## src/rtl/ps2_pkg.sv

```systemverilog
// Shared PS/2 definitions: host transmitter FSM states, frame constants and parity helper.
package ps2_pkg;

  typedef enum logic [3:0] {
    IDLE,
    INHIBIT,
    REQ,
    WAIT_FIRST,
    SHIFT,
    ACK,
    WAIT_IDLE,
    DONE,
    FAIL
  } ps2_state_t;

  localparam int PS2_DATA_BITS = 8;
  localparam int PS2_ACK_EDGE  = 11;

  // PS/2 frames carry odd parity: the parity bit makes the count of ones odd.
  function automatic logic odd_parity(input logic [PS2_DATA_BITS-1:0] b);
    return ~^b;
  endfunction

endpackage

```

## src/rtl/ps2_sync_edge.sv

```systemverilog
// Two-flop synchronizer for a raw PS/2 pin plus a falling-edge detector on the synced level.
module ps2_sync_edge (
  input  logic clock,
  input  logic reset,
  input  logic pin,
  output logic level,
  output logic fall
);

  logic meta_reg;
  logic sync_reg;
  logic prev_reg;

  // Idle PS/2 lines are high, so all stages reset to 1 to avoid a spurious edge.
  always_ff @(posedge clock or posedge reset) begin
    if (reset) begin
      meta_reg <= 1'b1;
      sync_reg <= 1'b1;
      prev_reg <= 1'b1;
    end else begin
      meta_reg <= pin;
      sync_reg <= meta_reg;
      prev_reg <= sync_reg;
    end
  end

  assign level = sync_reg;
  assign fall  = prev_reg & ~sync_reg;

endmodule

```

## src/rtl/ps2_host_tx.sv

```systemverilog
// Host-to-device PS/2 command transmitter: inhibit, request-to-send, clocked-out frame,
// device acknowledge check, with per-phase timeouts and a one-cycle done/ack_ok result.
module ps2_host_tx
  import ps2_pkg::*;
#(
  parameter int CLK_FREQ_HZ           = 50000000,
  parameter int INHIBIT_US            = 100,
  parameter int FIRST_EDGE_TIMEOUT_US = 15000,
  parameter int EDGE_TIMEOUT_US       = 2000
) (
  input  logic       clock,
  input  logic       reset,
  input  logic [7:0] tx_data,
  input  logic       tx_valid,
  output logic       tx_ready,
  input  logic       ps2_clk_i,
  input  logic       ps2_data_i,
  output logic       ps2_clk_oe,
  output logic       ps2_data_oe,
  output logic       done,
  output logic       ack_ok,
  output logic       busy
);

  localparam int CYC_PER_US  = CLK_FREQ_HZ / 1000000;
  localparam int INHIBIT_CYC = CYC_PER_US * INHIBIT_US;
  localparam int FIRST_CYC   = CYC_PER_US * FIRST_EDGE_TIMEOUT_US;
  localparam int EDGE_CYC    = CYC_PER_US * EDGE_TIMEOUT_US;
  localparam int MAX_A       = (INHIBIT_CYC > FIRST_CYC) ? INHIBIT_CYC : FIRST_CYC;
  localparam int MAX_CYC     = (MAX_A > EDGE_CYC) ? MAX_A : EDGE_CYC;
  localparam int CNT_W       = $clog2(MAX_CYC + 1);

  localparam logic [CNT_W-1:0] INHIBIT_LOAD = CNT_W'(INHIBIT_CYC - 1);
  localparam logic [CNT_W-1:0] FIRST_LOAD   = CNT_W'(FIRST_CYC - 1);
  localparam logic [CNT_W-1:0] EDGE_LOAD    = CNT_W'(EDGE_CYC - 1);
  // Edge count just before the stop-bit edge (fe 10).
  localparam logic [3:0]       STOP_PREV    = 4'(PS2_ACK_EDGE - 2);

  logic clk_level, clk_fall;
  logic data_level, data_fall;

  ps2_sync_edge u_clk_sync (
    .clock (clock),
    .reset (reset),
    .pin   (ps2_clk_i),
    .level (clk_level),
    .fall  (clk_fall)
  );

  ps2_sync_edge u_data_sync (
    .clock (clock),
    .reset (reset),
    .pin   (ps2_data_i),
    .level (data_level),
    .fall  (data_fall)
  );

  ps2_state_t               state_reg;
  logic [CNT_W-1:0]         cnt_reg;
  logic [3:0]               edge_reg;
  logic [PS2_DATA_BITS:0]   shift_reg;
  logic                     result_reg;
  logic                     clk_oe_reg;
  logic                     data_oe_reg;
  logic                     done_reg;
  logic                     ack_ok_reg;
  logic                     tx_ready_reg;
  logic                     busy_reg;

  logic watch;
  logic progress;

  // States where the device owns the clock and a stalled bus must time out.
  assign watch    = (state_reg == WAIT_FIRST) || (state_reg == SHIFT) ||
                    (state_reg == ACK) || (state_reg == WAIT_IDLE);
  assign progress = (state_reg == WAIT_IDLE) ? (clk_level & data_level) : clk_fall;

  always_ff @(posedge clock or posedge reset) begin
    if (reset) begin
      state_reg    <= IDLE;
      cnt_reg      <= '0;
      edge_reg     <= '0;
      shift_reg    <= '0;
      result_reg   <= 1'b0;
      clk_oe_reg   <= 1'b0;
      data_oe_reg  <= 1'b0;
      done_reg     <= 1'b0;
      ack_ok_reg   <= 1'b0;
      tx_ready_reg <= 1'b1;
      busy_reg     <= 1'b0;
    end else begin
      done_reg <= 1'b0;
      if (watch && !progress && cnt_reg == '0) begin
        clk_oe_reg  <= 1'b0;
        data_oe_reg <= 1'b0;
        done_reg    <= 1'b1;
        ack_ok_reg  <= 1'b0;
        state_reg   <= FAIL;
      end else begin
        case (state_reg)
          IDLE: begin
            if (tx_valid) begin
              shift_reg    <= {odd_parity(tx_data), tx_data};
              cnt_reg      <= INHIBIT_LOAD;
              clk_oe_reg   <= 1'b1;
              tx_ready_reg <= 1'b0;
              busy_reg     <= 1'b1;
              state_reg    <= INHIBIT;
            end
          end
          INHIBIT: begin
            if (cnt_reg == '0) begin
              data_oe_reg <= 1'b1;
              state_reg   <= REQ;
            end else begin
              cnt_reg <= cnt_reg - 1'b1;
            end
          end
          REQ: begin
            clk_oe_reg <= 1'b0;
            cnt_reg    <= FIRST_LOAD;
            state_reg  <= WAIT_FIRST;
          end
          WAIT_FIRST: begin
            if (clk_fall) begin
              data_oe_reg <= ~shift_reg[0];
              shift_reg   <= shift_reg >> 1;
              edge_reg    <= 4'd1;
              cnt_reg     <= EDGE_LOAD;
              state_reg   <= SHIFT;
            end else begin
              cnt_reg <= cnt_reg - 1'b1;
            end
          end
          SHIFT: begin
            if (clk_fall) begin
              cnt_reg  <= EDGE_LOAD;
              edge_reg <= edge_reg + 1'b1;
              if (edge_reg == STOP_PREV) begin
                data_oe_reg <= 1'b0;
                state_reg   <= ACK;
              end else begin
                data_oe_reg <= ~shift_reg[0];
                shift_reg   <= shift_reg >> 1;
              end
            end else begin
              cnt_reg <= cnt_reg - 1'b1;
            end
          end
          ACK: begin
            if (clk_fall) begin
              result_reg <= ~data_level;
              cnt_reg    <= EDGE_LOAD;
              state_reg  <= WAIT_IDLE;
            end else begin
              cnt_reg <= cnt_reg - 1'b1;
            end
          end
          WAIT_IDLE: begin
            if (progress) begin
              done_reg   <= 1'b1;
              ack_ok_reg <= result_reg;
              state_reg  <= DONE;
            end else begin
              cnt_reg <= cnt_reg - 1'b1;
            end
          end
          DONE, FAIL: begin
            tx_ready_reg <= 1'b1;
            busy_reg     <= 1'b0;
            state_reg    <= IDLE;
          end
          default: state_reg <= IDLE;
        endcase
      end
    end
  end

  assign tx_ready    = tx_ready_reg;
  assign busy        = busy_reg;
  assign ps2_clk_oe  = clk_oe_reg;
  assign ps2_data_oe = data_oe_reg;
  assign done        = done_reg;
  assign ack_ok      = ack_ok_reg;

  logic unused_data_fall;
  assign unused_data_fall = data_fall;

endmodule

```

## config.mk

```make
export PLATFORM = sky130hd
export DESIGN_NAME = ps2_host_tx
export DESIGN_NICKNAME = d
export VERILOG_FILES = /design/src/rtl/ps2_pkg.sv /design/src/rtl/ps2_sync_edge.sv /design/src/rtl/ps2_host_tx.sv
export SDC_FILE = /design/constraint.sdc
export NUM_CORES = 1
export LEC_CHECK = 0
export CAP_MARGIN = 20
export CORE_MARGIN = 1
export CORE_UTILIZATION = 59
export DETAILED_ROUTE_END_ITERATION = 16
export PLACE_DENSITY = 0.88
export SLEW_MARGIN = 20
export SYNTH_ARGS = -nofsm -noshare
export SYNTH_HDL_FRONTEND = slang
export SYNTH_SLANG_ARGS = --single-unit
```

## constraint.sdc

```tcl
create_clock -name clock -period 2.3 [get_ports clock]
set_input_delay 0.46 -clock clock [delete_from_list [all_inputs] [get_ports clock]]
set_output_delay 0.46 -clock clock [all_outputs]
set_load 0.005 [all_outputs]
```

# ---- Yosys cells after proc, flatten, opt, wreduce, memory -nomap -nowiden
# Cells that the tools add are included.
dict set report totals {
  out_inout_bits 6
  input_bits 13
  register_bits 49
  word_cells 115
}
dict set report classes {
  reduce_logical 28
  mux 41
  n_eq_ne 22
  bitwise 6
  add_sub_neg 2
}
# cell count
set op_table {}
lappend op_table {{20-bit one-hot mux with 5 select lines} 1}
lappend op_table {{20-bit 2-to-1 mux} 4}
lappend op_table {{4-bit 2-to-1 mux} 10}
lappend op_table {{9-bit 2-to-1 mux} 4}
lappend op_table {{4-bit one-hot mux with 7 select lines} 1}
lappend op_table {{9-bit one-hot mux with 3 select lines} 1}
lappend op_table {{20-bit zero test} 1}
lappend op_table {{20-bit by 1-bit subtractor with 20-bit output, second input constant} 1}
lappend op_table {{4-bit by 3-bit equality test with 1-bit output, second input constant} 4}
lappend op_table {{1-bit 2-to-1 mux} 15}
lappend op_table {{2-bit inequality test, second input constant} 6}
lappend op_table {{3-bit by 2-bit inequality test with 1-bit output, second input constant} 4}
lappend op_table {{4-bit by 2-bit equality test with 1-bit output, second input constant} 2}
lappend op_table {{4-bit equality test, second input constant} 2}
lappend op_table {{4-bit one-hot mux with 2 select lines} 1}
lappend op_table {{4-bit AND reduction} 2}
lappend op_table {{2-bit nonzero test} 4}
lappend op_table {{8-bit XNOR reduction} 1}
lappend op_table {{7-bit AND reduction} 1}
lappend op_table {{3-bit inequality test, second input constant} 2}
lappend op_table {{1-bit one-hot mux with 2 select lines} 3}
lappend op_table {{3-bit AND reduction} 2}
lappend op_table {{6-bit AND reduction} 1}
lappend op_table {{3-bit nonzero test} 2}
lappend op_table {{other kinds (16)} 24}

# ---- Depth between registers and ports, before layout
dict set report depth {
  word_depth 8
  mapped_depth 9
  mapped_depth_nobuf 8
}

# ---- Cells and area by module
# Synthesis repeated with hierarchy kept, for this count alone.
dict set report unflattened {
  hier_cells 323
  area_unflattened_um2 2941.6
}
# module cells_per_inst instances area_per_inst_um2 seq_area_each_um2
set by_module_without_submodules {}
lappend by_module_without_submodules {ps2_host_tx 313 1 2748.9 1102.3}
lappend by_module_without_submodules {ps2_sync_edge 5 2 96.3 78.8}

# ---- Least setup slack after synthesis
# Ideal clock, no wire load.
dict set report synth_path {
  path_type {register -> register}
  start {reg cnt_reg[3]}
  end {reg cnt_reg[19]}
  stages_incl_launch_ff 8
  t_required_ps 2218
  slack_ps 134
  synth_period_minus_slack_ps 2166
  n_path_buf 1
  setup_time_ps 82
  arrival_time_ps 2084
  cell_sequence {dfrtp_1 buf_6 or4_4 or4_4 nor3_4 nand4_1 o31a_1 o22ai_1}
}
dict set report synth_via {
  elab_chain_cells 4
  word_cells_on_any_way 10
  classes_between {add/sub (1); eq/ne (1); mux (4); bitwise (1); reduce/logical (3)}
}
# item line
set synth_lines {}
lappend synth_lines {{from (decl)} ps2_host_tx.sv:59} ;# logic [CNT_W-1:0] cnt_reg;
lappend synth_lines {{from (signal assigned)} ps2_host_tx.sv:116} ;# cnt_reg <= cnt_reg - 1'b1;
lappend synth_lines {{from (signal assigned)} ps2_host_tx.sv:132} ;# cnt_reg <= cnt_reg - 1'b1;
lappend synth_lines {{from (signal assigned)} ps2_host_tx.sv:147} ;# cnt_reg <= cnt_reg - 1'b1;
lappend synth_lines {{branches (longest 4 deep; another with 20-bit by 1-bit subtractor with 20-bit output)} --}
# Several ways; the timed one is not identified. The select of a mux whose other input is x is not followed.
# A chain may end at the register's enable or synchronous reset.

# ---- Worst setup path after layout
# Ends and elaborated chain as after synthesis.

==> metrics.log <==
INFO  metric status = complete, but fails checks
INFO  metric failed_checks = DRC
INFO  metric pwr-share-seq = 0.330
INFO  metric layout_worst_path_cycle_share = 0.991
INFO  metric fin_worst_skew = about 0.0090 ns
INFO  metric timing.critical_path.from = cnt_reg[3]
INFO  metric io_pins = 19
INFO  metric min-delay-start = u_clk_sync.meta_reg
INFO  metric clock_transition_at_path_regs = approximately 0.09 ns
INFO  metric detailed_route_drc_error_count = 2
INFO  metric cap_violations = 0
INFO  metric finalMaxSlewViolations = 0
INFO  metric synth-main-ff-cell = dfrtp_1
INFO  metric port_buffers = 18
INFO  metric warnings_synthesis = 0
INFO  metric cts_root_buf = clkbuf_8
INFO  metric cts-htree-levels = 2
INFO  metric timing.critical_path.buf_inv = 0
INFO  metric period_minus_slack = 2.28 ns
INFO  metric layout_common_cells = dfrtp_1, o21ai_0, buf_4
INFO  metric first_iter_violations = 358
INFO  metric worstHoldPathType = reg2reg
INFO  metric rsz_0062_raised_after_global_routing = true
INFO  metric final_common_cell = dfrtp_1
INFO  metric ff2ff_setup_slack = 0.02 ns
INFO  metric whs_endpoint = u_clk_sync.level
INFO  metric maxClockFrequency = 439 MHz
INFO  metric setup_viol = 0
INFO  metric setup_slack = 0.0204 ns
INFO  metric floorplan.die_area = ~5100 um^2
INFO  metric num-nets-final = 392
INFO  metric n_fill_cell = 316
INFO  metric grt_remaining_overflow = 0
INFO  metric clock_sink_count = about 50
INFO  metric finalWeightedCongestion = 0.943
INFO  metric design.core.area = roughly 4500 um^2
INFO  metric core.rowCount = 24
INFO  metric hold_violations = 0
INFO  metric multiInputGateArea = 1480 um^2
INFO  metric combPwrFrac = 0.554
INFO  metric crit_required = ~2.5 ns
INFO  metric vdd.ir_drop.worst = 0.000758 V
INFO  metric grt_first_pass_wirelength = 11,300 um
INFO  metric biggest_fanout_along_the_worst_timing_path = 4
INFO  metric hold_path_depth = 0
INFO  metric grt_pass1_vias = approximately 2,500
INFO  metric actual_transition_at_the_worst_max_transition_pin = slightly below 0.6 ns
INFO  metric dp_slack = 0.00814 ns
INFO  metric start_kind = register
INFO  metric detailroute.via_count = between 2,000 and 3,000
INFO  metric max-slew-margin-rel = 0.602
INFO  metric netlist_area = 2840 um^2
INFO  metric synthesis.instances = 331
INFO  metric drive_gt1_frac = 0.178
INFO  metric syn-num-nets = 347
INFO  metric clock_insertion_delay_worst_skew = ~0.31 ns
INFO  metric netlist-cell-type-count = 51
INFO  metric critPathMaxStageDelay = approximately 0.53 ns
INFO  metric firstDrtPassIters = 11
INFO  metric ant_nets = 0
INFO  metric startpoint_of_the_worst_slack_reg_to_reg_timing_path = cnt_reg[3]
INFO  metric critPathKind = reg2reg
INFO  metric dominant_delay_contributor_by_cell_family_on_the_critical_path = simple AND/OR/NAND/NOR gates
INFO  metric ys_seq_elements = 49
INFO  metric cpMostUsedCell = or4_4
INFO  metric die_w = 71.4 um
INFO  metric number_of_flops_mapped_to_enable_cells_by_yosys = 0
INFO  metric critical-path-slowest-cell = or4_4
INFO  metric timing.critical_path.arrival = 2.52 ns
INFO  metric gr-usage-all-layers = 0.281
INFO  metric switching_power_summed_over_all_nets = 0.00190 W
INFO  metric p_per_area = between 1000 and 1500 nW/um^2
INFO  metric antenna_found_initial = 0
INFO  metric power.clock.fraction = 0.117
INFO  metric cts-root-to-sink-buffers = 2
INFO  metric cts_buffers = 5
INFO  metric largest_register_ff_count = 20
INFO  metric avgRoutedWirePerCell = 16.0 um
INFO  metric total_leakage_power = 1.46 nW
INFO  metric flow.area_growth_from_synthesis = 19.7%
INFO  metric floorplan.initialDensity = 0.635
INFO  metric finish.utilization = 0.759
INFO  metric avgViaCountPerCell = 6.48
INFO  metric cts_tree = done
INFO  metric detailed_route_wl = approximately 6900 um
INFO  metric critical_path.cell_chain = or4_4 -> or4_4 -> nor3_4 -> nand4_1 -> o31a_1 -> o22ai_1
INFO  metric worst_reg2reg_path_depth = 6
INFO  metric hpwl = 4810 um
INFO  metric largest_net_degree_at_the_start_of_global_routing = 27
INFO  metric critical_path.reg2reg.endpoint = cnt_reg[19]
INFO  metric fp.dieH = 71.4 um
INFO  metric cp-end-kind = register
INFO  metric area.sequential = 1240 um^2
INFO  metric synth_seq_area_share = 0.435
INFO  metric ys_async_sr_fraction = 1.00
INFO  metric switching_share = 0.437
INFO  metric num_antenna_cells = 0
INFO  metric p_int = 0.00245 W
INFO  metric syn_area_per_cell = approximately 8.6 um^2
[cell families after synthesis]
group	count (synthesis)	share of synthesized area
DFF	49	0.435
muxes	11	0.0388
AOI/OAI and AO/OA	109	0.229
and+or+nand+nor	121	0.215
xor gates and xnor gates	8	0.0247
buffers and inverters	30	0.0445
adders and majority gates	3	0.0132
[power by group through the flow]
| stage | clock network, W | logic (W) | registers [W] |
|---|---|---|---|
| 3_5_place_dp | 0 | 0.00229 | 0.00144 |
| 6_report | 0.000507 | 0.00241 | 0.00143 |
| 5_1_grt | 0.000551 | 0.00264 | 0.00147 |
| 3_3_place_gp | 0 | 0.00221 | 0.00142 |
| 2_1_floorplan | 0 | 0.00156 | 0.00137 |
| 4_1_cts | 0.000512 | 0.00230 | 0.00142 |
[metrics by stage]
step	total power, W	cells	hold WS, ns	setup TNS [ns]	area, um^2
after floorplan	0.00293	331	0.345	0	2840
after global routing	0.00466	429	0.358	-0.0667	3400
final	0.00434	429	0.359	0	3400
after global placement	0.00363	417	0.346	0	3270
after detailed placement	0.00373	417	0.347	0	3270
after CTS	0.00424	425	0.360	0	3360
[synth_stat cells (2+ instances only)]
cell,count,area [um^2]
nor4_1,6,37.5
mux2i_1,11,110
or2_2,4,25.0
dfstp_2,6,158
nand4_1,4,25.0
inv_1,11,41.3
nor2_1,31,116
nor3b_1,3,22.5
nor3_1,10,50.1
a211o_1,2,17.5
o31ai_1,3,22.5
nand3_1,8,40.0
a21oi_1,30,150
a31oi_1,13,81.3
nand2b_1,5,31.3
nand3b_1,2,15.0
ha_1,3,37.5
nand2_1,33,124
buf_2,5,25.0
and3_1,2,12.5
buf_1,2,7.51
xnor2_1,7,61.3
nor2b_1,3,18.8
dfrtp_1,43,1080
o22ai_1,4,25.0
clkbuf_1,11,41.3
and2_1,3,18.8
or4_4,2,22.5
o21ai_0,39,195
o41ai_1,2,17.5
o22a_1,3,26.3
[layer usage]
layer / share of wire / vias up / GRT usage / wire length, um
li1: - / 1294 / - / -
met5: 0 / - / 0 / 0
met4: 0.019 / 0 / 0.111 / 131
met2: 0.47 / 146 / 0.440 / 3210
met3: 0.076 / 18 / 0.0520 / 521
met1: 0.44 / 1323 / 0.389 / 2990
[repair_timing]
item,in CTS,in global routing
setup buffers,0,4
hold buffers,0,0
endpoints found under the setup margin,0,25
resized for setup,0,4
[final cells by class]
cell class,instances,area share
tap,52,0.0192
clock inverter,3,0.00516
inverter,11,0.0122
multi-input combinational,252,0.436
sequential,49,0.364
clock buffer,5,0.0203
timing repair buffer,57,0.143
[how the worst max path moves through the flow]
stage / endpoint / slack (ns) / depth (start not counted)
after CTS: shift_reg[4] / 0.06 / 5
after floorplan: cnt_reg[19] / 0.13 / 7
final: cnt_reg[19] / 0.02 / 6
after detailed placement: cnt_reg[8] / 0.008 / 8
after global placement: cnt_reg[8] / 0.07 / 8
after global routing: cnt_reg[19] / -0.07 / 6
Power figures use the tool's default switching activity.
